[config.mk]
export PLATFORM = sky130hd
export DESIGN_NAME = led_status_ctrl
export DESIGN_NICKNAME = d
export VERILOG_FILES = /design/src/rtl/led_status_ctrl.sv
export SDC_FILE = /design/constraint.sdc
export NUM_CORES = 1
export LEC_CHECK = 0
export CORE_MARGIN = 4
export CORE_UTILIZATION = 55
export DETAILED_ROUTE_END_ITERATION = 10
export DONT_BUFFER_PORTS = 1
export PLACE_DENSITY = 0.7
export SLEW_MARGIN = 10
export SYNTH_ARGS = -nofsm -noshare
export SYNTH_HDL_FRONTEND = slang
export SYNTH_SLANG_ARGS = --single-unit
[constraint.sdc]
create_clock -name clk -period 3.75 [get_ports clk]
set_clock_uncertainty 0.05 [all_clocks]
set_input_delay 1.125 -clock clk [delete_from_list [all_inputs] [get_ports clk]]
set_output_delay 1.125 -clock clk [all_outputs]
set_load 0.1 [all_outputs]
[src/rtl/led_status_ctrl.sv]
// led_status_ctrl
//   Multi-channel board status-LED driver. Each channel is set at run time
//   to off, on, shared heartbeat blink, or activity indicator (pulse-stretched
//   edges of a per-channel activity input, so short bursts stay visible).
//
// Ports:
//   clk     in   1           clock
//   rst     in   1           synchronous, active-high reset
//   i_mode  in   2*NUM_LEDS  per-channel mode, [2i+1:2i]: 00 off, 01 on,
//                            10 heartbeat, 11 activity
//   i_act   in   NUM_LEDS    per-channel activity inputs (may be asynchronous)
//   o_led   out  NUM_LEDS    registered LED drive, inverted when ACTIVE_LOW=1
//   o_hb    out  1           registered raw heartbeat square wave, active-high
module led_status_ctrl #(
  parameter int unsigned CLK_FREQ_HZ = 32000000,
  parameter int unsigned NUM_LEDS    = 8,
  parameter int unsigned BLINK_HZ    = 1,
  parameter int unsigned STRETCH_MS  = 50,
  parameter bit          ACTIVE_LOW  = 1'b0
) (
  input  logic                  clk,
  input  logic                  rst,
  input  logic [2*NUM_LEDS-1:0] i_mode,
  input  logic [NUM_LEDS-1:0]   i_act,
  output logic [NUM_LEDS-1:0]   o_led,
  output logic                  o_hb
);

  localparam int unsigned HALF_CYCLES    = CLK_FREQ_HZ / (2 * BLINK_HZ);
  localparam int unsigned STRETCH_CYCLES = (CLK_FREQ_HZ / 1000) * STRETCH_MS;
  // Widths hold the full terminal/load value so nothing truncates at the top.
  localparam int unsigned HB_W = (HALF_CYCLES < 1) ? 1 : $clog2(HALF_CYCLES + 1);
  localparam int unsigned ST_W = (STRETCH_CYCLES < 1) ? 1 : $clog2(STRETCH_CYCLES + 1);
  localparam logic [HB_W-1:0] HB_LAST = HB_W'(HALF_CYCLES - 1);
  localparam logic [ST_W-1:0] ST_LOAD = ST_W'(STRETCH_CYCLES);
  localparam logic [HB_W-1:0] HB_ONE  = HB_W'(1);
  localparam logic [ST_W-1:0] ST_ONE  = ST_W'(1);
  localparam logic [NUM_LEDS-1:0] POL_MASK = {NUM_LEDS{ACTIVE_LOW}};

  if (HALF_CYCLES < 1) begin : g_bad_half
    $error("led_status_ctrl: HALF_CYCLES must be at least 1");
  end
  if (STRETCH_CYCLES < 1) begin : g_bad_stretch
    $error("led_status_ctrl: STRETCH_CYCLES must be at least 1");
  end
  if ((NUM_LEDS < 1) || (NUM_LEDS > 32)) begin : g_bad_num
    $error("led_status_ctrl: NUM_LEDS must be in 1..32");
  end

  logic [HB_W-1:0]     hb_cnt_r;
  logic                hb_r;
  logic [NUM_LEDS-1:0] s1_r;
  logic [NUM_LEDS-1:0] s2_r;
  logic [NUM_LEDS-1:0] p_r;
  logic [NUM_LEDS-1:0] edge_s;
  logic [ST_W-1:0]     cnt_r [NUM_LEDS];
  logic [NUM_LEDS-1:0] act_lit_s;
  logic [NUM_LEDS-1:0] sel_s;
  logic [NUM_LEDS-1:0] led_r;

  // Heartbeat: count to HALF_CYCLES-1, then wrap to zero and toggle the wave.
  always_ff @(posedge clk) begin
    if (rst) begin
      hb_cnt_r <= '0;
      hb_r     <= 1'b0;
    end else if (hb_cnt_r == HB_LAST) begin
      hb_cnt_r <= '0;
      hb_r     <= ~hb_r;
    end else begin
      hb_cnt_r <= hb_cnt_r + HB_ONE;
      hb_r     <= hb_r;
    end
  end

  // Two-flop synchronizer followed by a previous-value flop for edge detect.
  always_ff @(posedge clk) begin
    if (rst) begin
      s1_r <= '0;
      s2_r <= '0;
      p_r  <= '0;
    end else begin
      s1_r <= i_act;
      s2_r <= s1_r;
      p_r  <= s2_r;
    end
  end

  // Both rising and falling edges of the synchronized input count as activity.
  assign edge_s = s2_r ^ p_r;

  for (genvar gi = 0; gi < NUM_LEDS; gi++) begin : g_ch
    // Stretch counter: an edge reloads the full stretch (no accumulation),
    // otherwise count down to zero. Runs regardless of the channel mode.
    always_ff @(posedge clk) begin
      if (rst) begin
        cnt_r[gi] <= '0;
      end else if (edge_s[gi]) begin
        cnt_r[gi] <= ST_LOAD;
      end else if (cnt_r[gi] != '0) begin
        cnt_r[gi] <= cnt_r[gi] - ST_ONE;
      end else begin
        cnt_r[gi] <= cnt_r[gi];
      end
    end

    assign act_lit_s[gi] = (cnt_r[gi] != '0);
  end

  // Per-channel source select from the mode field.
  always_comb begin
    sel_s = '0;
    for (int i = 0; i < NUM_LEDS; i++) begin
      case (i_mode[2*i +: 2])
        2'b00:   sel_s[i] = 1'b0;
        2'b01:   sel_s[i] = 1'b1;
        2'b10:   sel_s[i] = hb_r;
        2'b11:   sel_s[i] = act_lit_s[i];
        default: sel_s[i] = 1'b0;
      endcase
    end
  end

  // Registered LED drive with polarity applied; reset leaves every LED dark.
  always_ff @(posedge clk) begin
    if (rst) begin
      led_r <= POL_MASK;
    end else begin
      led_r <= sel_s ^ POL_MASK;
    end
  end

  assign o_led = led_r;
  assign o_hb  = hb_r;

endmodule

==> results.cfg, run 1 <==
[timing]
setup_tns_ps = 0
setup_violations = 0
fin_crit_ps = 2889
max_freq_mhz = 346.1
slew_viol_final = 0
tightest_slew_ps = 944.1
hold_viol_final = 0
rsz0062_at_grt = no
fin_hold_ws_ps = 385.1
slew_headroom_pct = 36.97
period_share_pct = 77.05

[synthesis]
synthMuxAreaShare_pct = 0.08926
synth_area_mm2 = 0.01121
synth_fa_ha_area_share_pct = 1.785
post-synth-top-area-fraction_pct = 44.98
syn_nets = 1122
yosysTopAreaCell = edfxtp_1
synthSimpleGateAreaFrac_pct = 23.69
synth_compound_area_share_pct = 4.987
synth_top_family_by_area = simple AND/OR/NAND/NOR gates
ys_warn_count = 0
netlist_instances = 1080
synthFlopType = edfxtp_1
synth_area_leaders = edfxtp_1, dfxtp_1, xnor2_1
syn-mean-instance-area_um2 = 10.38
synthXorXnorAreaFrac_pct = 12.34
synth_edf_count = 168
ys_ff_latch = 225
ys_types = 48
async_flop_share_pct = 0
synth-seq-area-share_pct = 55.16

[detailed_routing]
wl_um = 20110
vias = 7645
wl_per_cell_um = 14.72
drcViolationCount = 0
routed_via_density = 5.597
ant_nets = 0
drtIter0Drc = 439
drtPass1Iterations = 5

[setup_path]
required_ps = 3750
cp_max_fo = 21
crit_chain = or4_1 > or3_1 > nor4_4 > nand2_1
cp-start-kind = flip-flop
worstPathArrival_ps = 2890
worstSetupPathType = flip-flop to flip-flop
crit_path_top_delay_cell = or4_1
slowest_delay_ps = 580
end_kind = flip-flop

[clocking]
root_buffer = clkbuf_16
clock_sinks = 225
ctsHtreeMaxLevel = 1
numCtsBuffers = 24
ctsHoldBuffers = 0
path_clk_slew_ps = 60
cts.repair.resized = 0
postCtsSetupRepairBufs = 0
clk_latency_ps = 510
clk_path_buf_depth = 3
cts_tree = yes

[global_route]
grt.total_usage_pct = 18.30
grt_max_degree = 73
antenna_found_initial = 0
grt_pass1_vias = 7428
grt_first_pass_wirelength_um = 34850
grt-ovfl-total = 0

[power]
p_clk_share_pct = 25.4
p_switching_mw = 3.119
intPower_mw = 6.024
p_comb_share_pct = 31.4
switching_share_pct = 34.12
irDropWorstVdd_v = 0.0004530
power_density_mw_per_mm2 = 746.5
seq_power_share_pct = 43.2
p_leak_nw = 4.567

[floorplanning]
core_mm2 = 0.01978
die-area_mm2 = 0.02274
die_h_um = 150.8
num_io_pins = 35
start_util_pct = 56.69
num_rows = 51
die_w_um = 150.8

[final_layout]
drive_above_1_share_pct = 5.268
final_nets = 1125
final_core_util_pct = 61.92
syn2layout_area_growth_pct = 9.226
num_antenna_cells = 0

[placed_design]
io_buffers = 0
routabilityCongestion = 0.8318
dp_hpwl_um = 13200

[min_path]
hp-class = flip-flop to flip-flop

[run_status]
status = finished clean

[job]
cap_viol_max_count = 0
## Yosys cell counts, types with 20 or more instances
master    instances
nor4_1           34
nor3_1           50
nor2_1          202
dfxtp_1          57
nor2b_1          26
inv_1            25
xor2_1           63
nand2_1          66
o21ai_0          42
edfxtp_1        168
xnor2_1          95
clkbuf_1         20
or3_1            29
nand4_1          28
a21oi_1          40
## final timing paths
path	slack [ps]	start	end	cells after the start
max	860	cnt_r[1][15]	cnt_r[1][3]	4
min	390	s1_r[6]	s2_r[6]	1
max reg2reg	860	cnt_r[1][15]	cnt_r[1][3]	4
min reg2reg	390	s1_r[6]	s2_r[6]	1
## worst max-delay path, delay by kind of cell, from the launching register on
family / cells / cell delay, ps
and+or+nand+nor: 4 / 1940
DFF: 1 / 430
## stage by stage
step	total power, mW	cells	area (um2)	worst slack, ps
floorplan	6.255	1080	11210	962.8
global placement	6.771	1322	11470	898.9
detailed placement	6.834	1322	11470	870.5
CTS	9.223	1366	12250	835.1
global route	9.837	1366	12250	572.0
finish	9.144	1366	12250	860.7
## power by group through the flow
stage	registers, mW	logic (mW)	clock network [mW]
global route	4.04	3.29	2.51
global placement	3.96	2.81	0
floorplan	3.86	2.40	0
detailed placement	3.98	2.85	0
finish	3.95	2.87	2.33
CTS	3.94	2.89	2.39
## area by class of cell
| type | instances | area [um2] |
|---|---|---|
| fillers | 1589 | 7532 |
| multi-input cells | 801 | 4810 |
| repair buffers | 6 | 45.04 |
| inverters | 25 | 93.84 |
| clock buffers | 30 | 664.4 |
| well taps | 265 | 331.6 |
| flip-flops and latches | 225 | 6187 |
| clock inverters | 14 | 117.6 |
## logic make-up (layout without fill, tap and decap cells)
group,after synthesis,in the layout
and+or+nand+nor,526,526
DFF,225,225
xor gates and xnor gates,158,158
AOI/OAI and AO/OA,100,100
buffers and inverters,54,75
adders and majority gates,16,16
muxes,1,1
## metal layers
layer  wire length (um)  up-vias  global-route usage (%)
li1                   -     3859                       -
met2               9258      121                   29.36
met3                875       25                   3.142
met1               9607     3640                   26.26
met5                  0        -                       0
met4                373        0                   4.216
## placed cells by master, fill, tap and decap left out, types with 3 or more instances in the layout
| cell type | instances |
|---|---|
| clkinv_1 | 4 |
| clkbuf_16 | 25 |
| nor2b_1 | 26 |
| ha_1 | 16 |
| nor3b_1 | 3 |
| nor4b_1 | 8 |
| o31ai_1 | 5 |
| o21ai_0 | 42 |
| o31a_1 | 3 |
| nand3_1 | 17 |
| nand4_1 | 28 |
| inv_1 | 25 |
| nor3_1 | 50 |
| o41ai_1 | 3 |
| or3_1 | 29 |
| nor2_1 | 202 |
| or2_2 | 5 |
| nand3b_1 | 14 |
| and2_1 | 3 |
| nor4_1 | 34 |
| xor2_1 | 63 |
| or4_1 | 12 |
| nand2b_1 | 11 |
| clkinv_2 | 7 |
| clkbuf_1 | 3 |
| buf_4 | 6 |
| a21oi_1 | 40 |
| xnor2_1 | 95 |
| edfxtp_1 | 168 |
| dfxtp_1 | 56 |
| nand2_1 | 66 |
## registers in the layout, indices dropped and copies added, names as in the netlist
register,count
s1_r,8
o_hb,1
cnt_r,168
hb_cnt_r,24
p_r,8
s2_r,8
o_led,8
Power figures use the tool's default switching activity.
==> run 2, diff against run 1 <==
==> constraint.sdc (replaced) <==
create_clock -name clk -period 2.7 [get_ports clk]
set_clock_uncertainty 0.05 [all_clocks]
set_input_delay 0.81 -clock clk [delete_from_list [all_inputs] [get_ports clk]]
set_output_delay 0.81 -clock clk [all_outputs]
set_load 0.1 [all_outputs]
==> run 2 against run 1 <==
Net effect: global-route usage fell by 0.061 points; flip-flop and latch count did not move; first-iteration DRC count fell by 20%; count of clock-buffer cells in the layout rose by 7; non-clock buffer count rose by 43; critical path depth rose by 3; via count rose by 1.4%; final area rose by 3.2%; largest cell class unchanged.
==> results.cfg, run 2 (synthesis gave the netlist of run 1 again) <==
[run_status]
status = finished clean

[floorplanning]
num_rows = 51
core_mm2 = 0.01978
start_util_pct = 56.69
die-area_mm2 = 0.02274
die_w_um = 150.8
num_io_pins = 35
die_h_um = 150.8

[setup_path]
crit_path_top_delay_cell = or4_4
cp-start-kind = flip-flop
r2r_start = cnt_r[1][42]
slowest_delay_ps = 520
startpoint = cnt_r[1][42]
required_ps = 2910
reg2reg_depth = 7
reg2reg_to = cnt_r[1][60]
rrSetupSlack_ps = 200
cp_max_fo = 4
crit_chain = inv_1 > ha_1 > or4b_1 > or4_4 > or3_1 > xor2_1 > nor2_2
worstSetupPathType = flip-flop to flip-flop
worstPathArrival_ps = 2710
cp_num_buf_inv = 1
cp-endpoint = cnt_r[1][60]
end_kind = flip-flop
cp_top_family = simple AND/OR/NAND/NOR gates
path_depth = 7

[placed_design]
post-place-ws_ps = 157.1
routabilityCongestion = 0.8229
post-place-cells = 1365
placed_area_mm2 = 0.01180
io_buffers = 0
dp_hpwl_um = 13830

[timing]
fin_ws_ps = 198.3
setup_tns_ps = 0
tightest_slew_ps = 799.6
slew_headroom_pct = 46.69
rsz0062_at_grt = no
fin_crit_ps = 2502
max_freq_mhz = 399.7
slew_viol_final = 0
hold_viol_final = 0
setup_violations = 0
period_share_pct = 92.66

[final_layout]
final_cell_mix = nor2_1, edfxtp_1, xnor2_1
top_regs = cnt_r (168), hb_cnt_r (24)
largest_reg_flops = 168
max_flop_register = cnt_r
drive_above_1_share_pct = 8.988
syn2layout_area_growth_pct = 12.67
final_common_cell = nor2_1
final_nets = 1169
final_core_util_pct = 63.88
final_area_mm2 = 0.01264
multi_input_area_mm2 = 0.004816
instances_no_fill = 1411
seq_area_mm2 = 0.006187
n_fill_cell = 1574
num_antenna_cells = 0

[global_route]
grt_first_pass_wirelength_um = 34910
grt.total_usage_pct = 18.24
grt-ovfl-total = 0
grt_max_degree = 73
grt_pass1_vias = 7486
antenna_found_initial = 0

[detailed_routing]
routed_via_density = 5.492
vias = 7749
drtIter0Drc = 350
wl_per_cell_um = 14.37
ant_nets = 0
drcViolationCount = 0
drtPass1Iterations = 5
wl_um = 20280

[clocking]
root_buffer = clkbuf_16
ctsHtreeMaxLevel = 1
postCtsSetupRepairBufs = 0
clock_sinks = 225
clk_path_buf_depth = 3
clk_latency_ps = 510
path_clk_slew_ps = 60
cts_tree = yes
numCtsBuffers = 25

[power]
power_density_mw_per_mm2 = 1033
p_leak_nw = 4.794
irDropWorstVdd_v = 0.0006613

[job]
cap_viol_max_count = 0

[min_path]
hp-class = primary input to flip-flop
hp-start = rst
run 2: worst min-delay path by stage:
stage | slack, ps | end | depth (start not counted)
floorplan | 360 | s2_r[0] | 1
global placement | 370 | s2_r[0] | 1
detailed placement | 380 | s2_r[0] | 1
CTS | 300 | hb_cnt_r[2] | 1
global route | 290 | o_led[6] | 1
finish | 310 | o_led[6] | 1
run 2: where the power goes:
| part | internal [mW] | total, mW | switching (mW) |
|---|---|---|---|
| combinational | 1.91 | 4.27 | 2.36 |
| sequential | 4.70 | 5.39 | 0.688 |
| clock | 2.06 | 3.38 | 1.33 |
| total | 8.68 | 13.0 | 4.37 |
run 2: through the flow:
| step | hold slack (ps) | power [mW] |
|---|---|---|
| 2_1_floorplan | 363.8 | 8.687 |
| 3_3_place_gp | 368.8 | 9.612 |
| 3_5_place_dp | 376.2 | 9.718 |
| 4_1_cts | 295.6 | 13.16 |
| 5_1_grt | 287.3 | 13.96 |
| 6_report | 313.7 | 13.05 |
run 2: timing repair:
item,CTS,global route
setup endpoints to repair,0,39
hold buffers,0,0
resized for setup,0,1
run 2: routing by layer:
metal	vias up	track usage (%)	wire [um]
li1	3933	-	-
met1	3672	25.64	9753
met2	116	30.14	9318
met3	28	3.232	881
met4	0	3.445	321
met5	-	0	0
run 2: area by class of cell:
type / instances / share of cell area, %
sequential: 225 / 48.97
multi-input combinational: 801 / 38.11
clock buffer: 37 / 5.783
timing repair buffer: 49 / 3.010
tap: 265 / 2.624
clock inverter: 9 / 0.7624
inverter: 25 / 0.7426
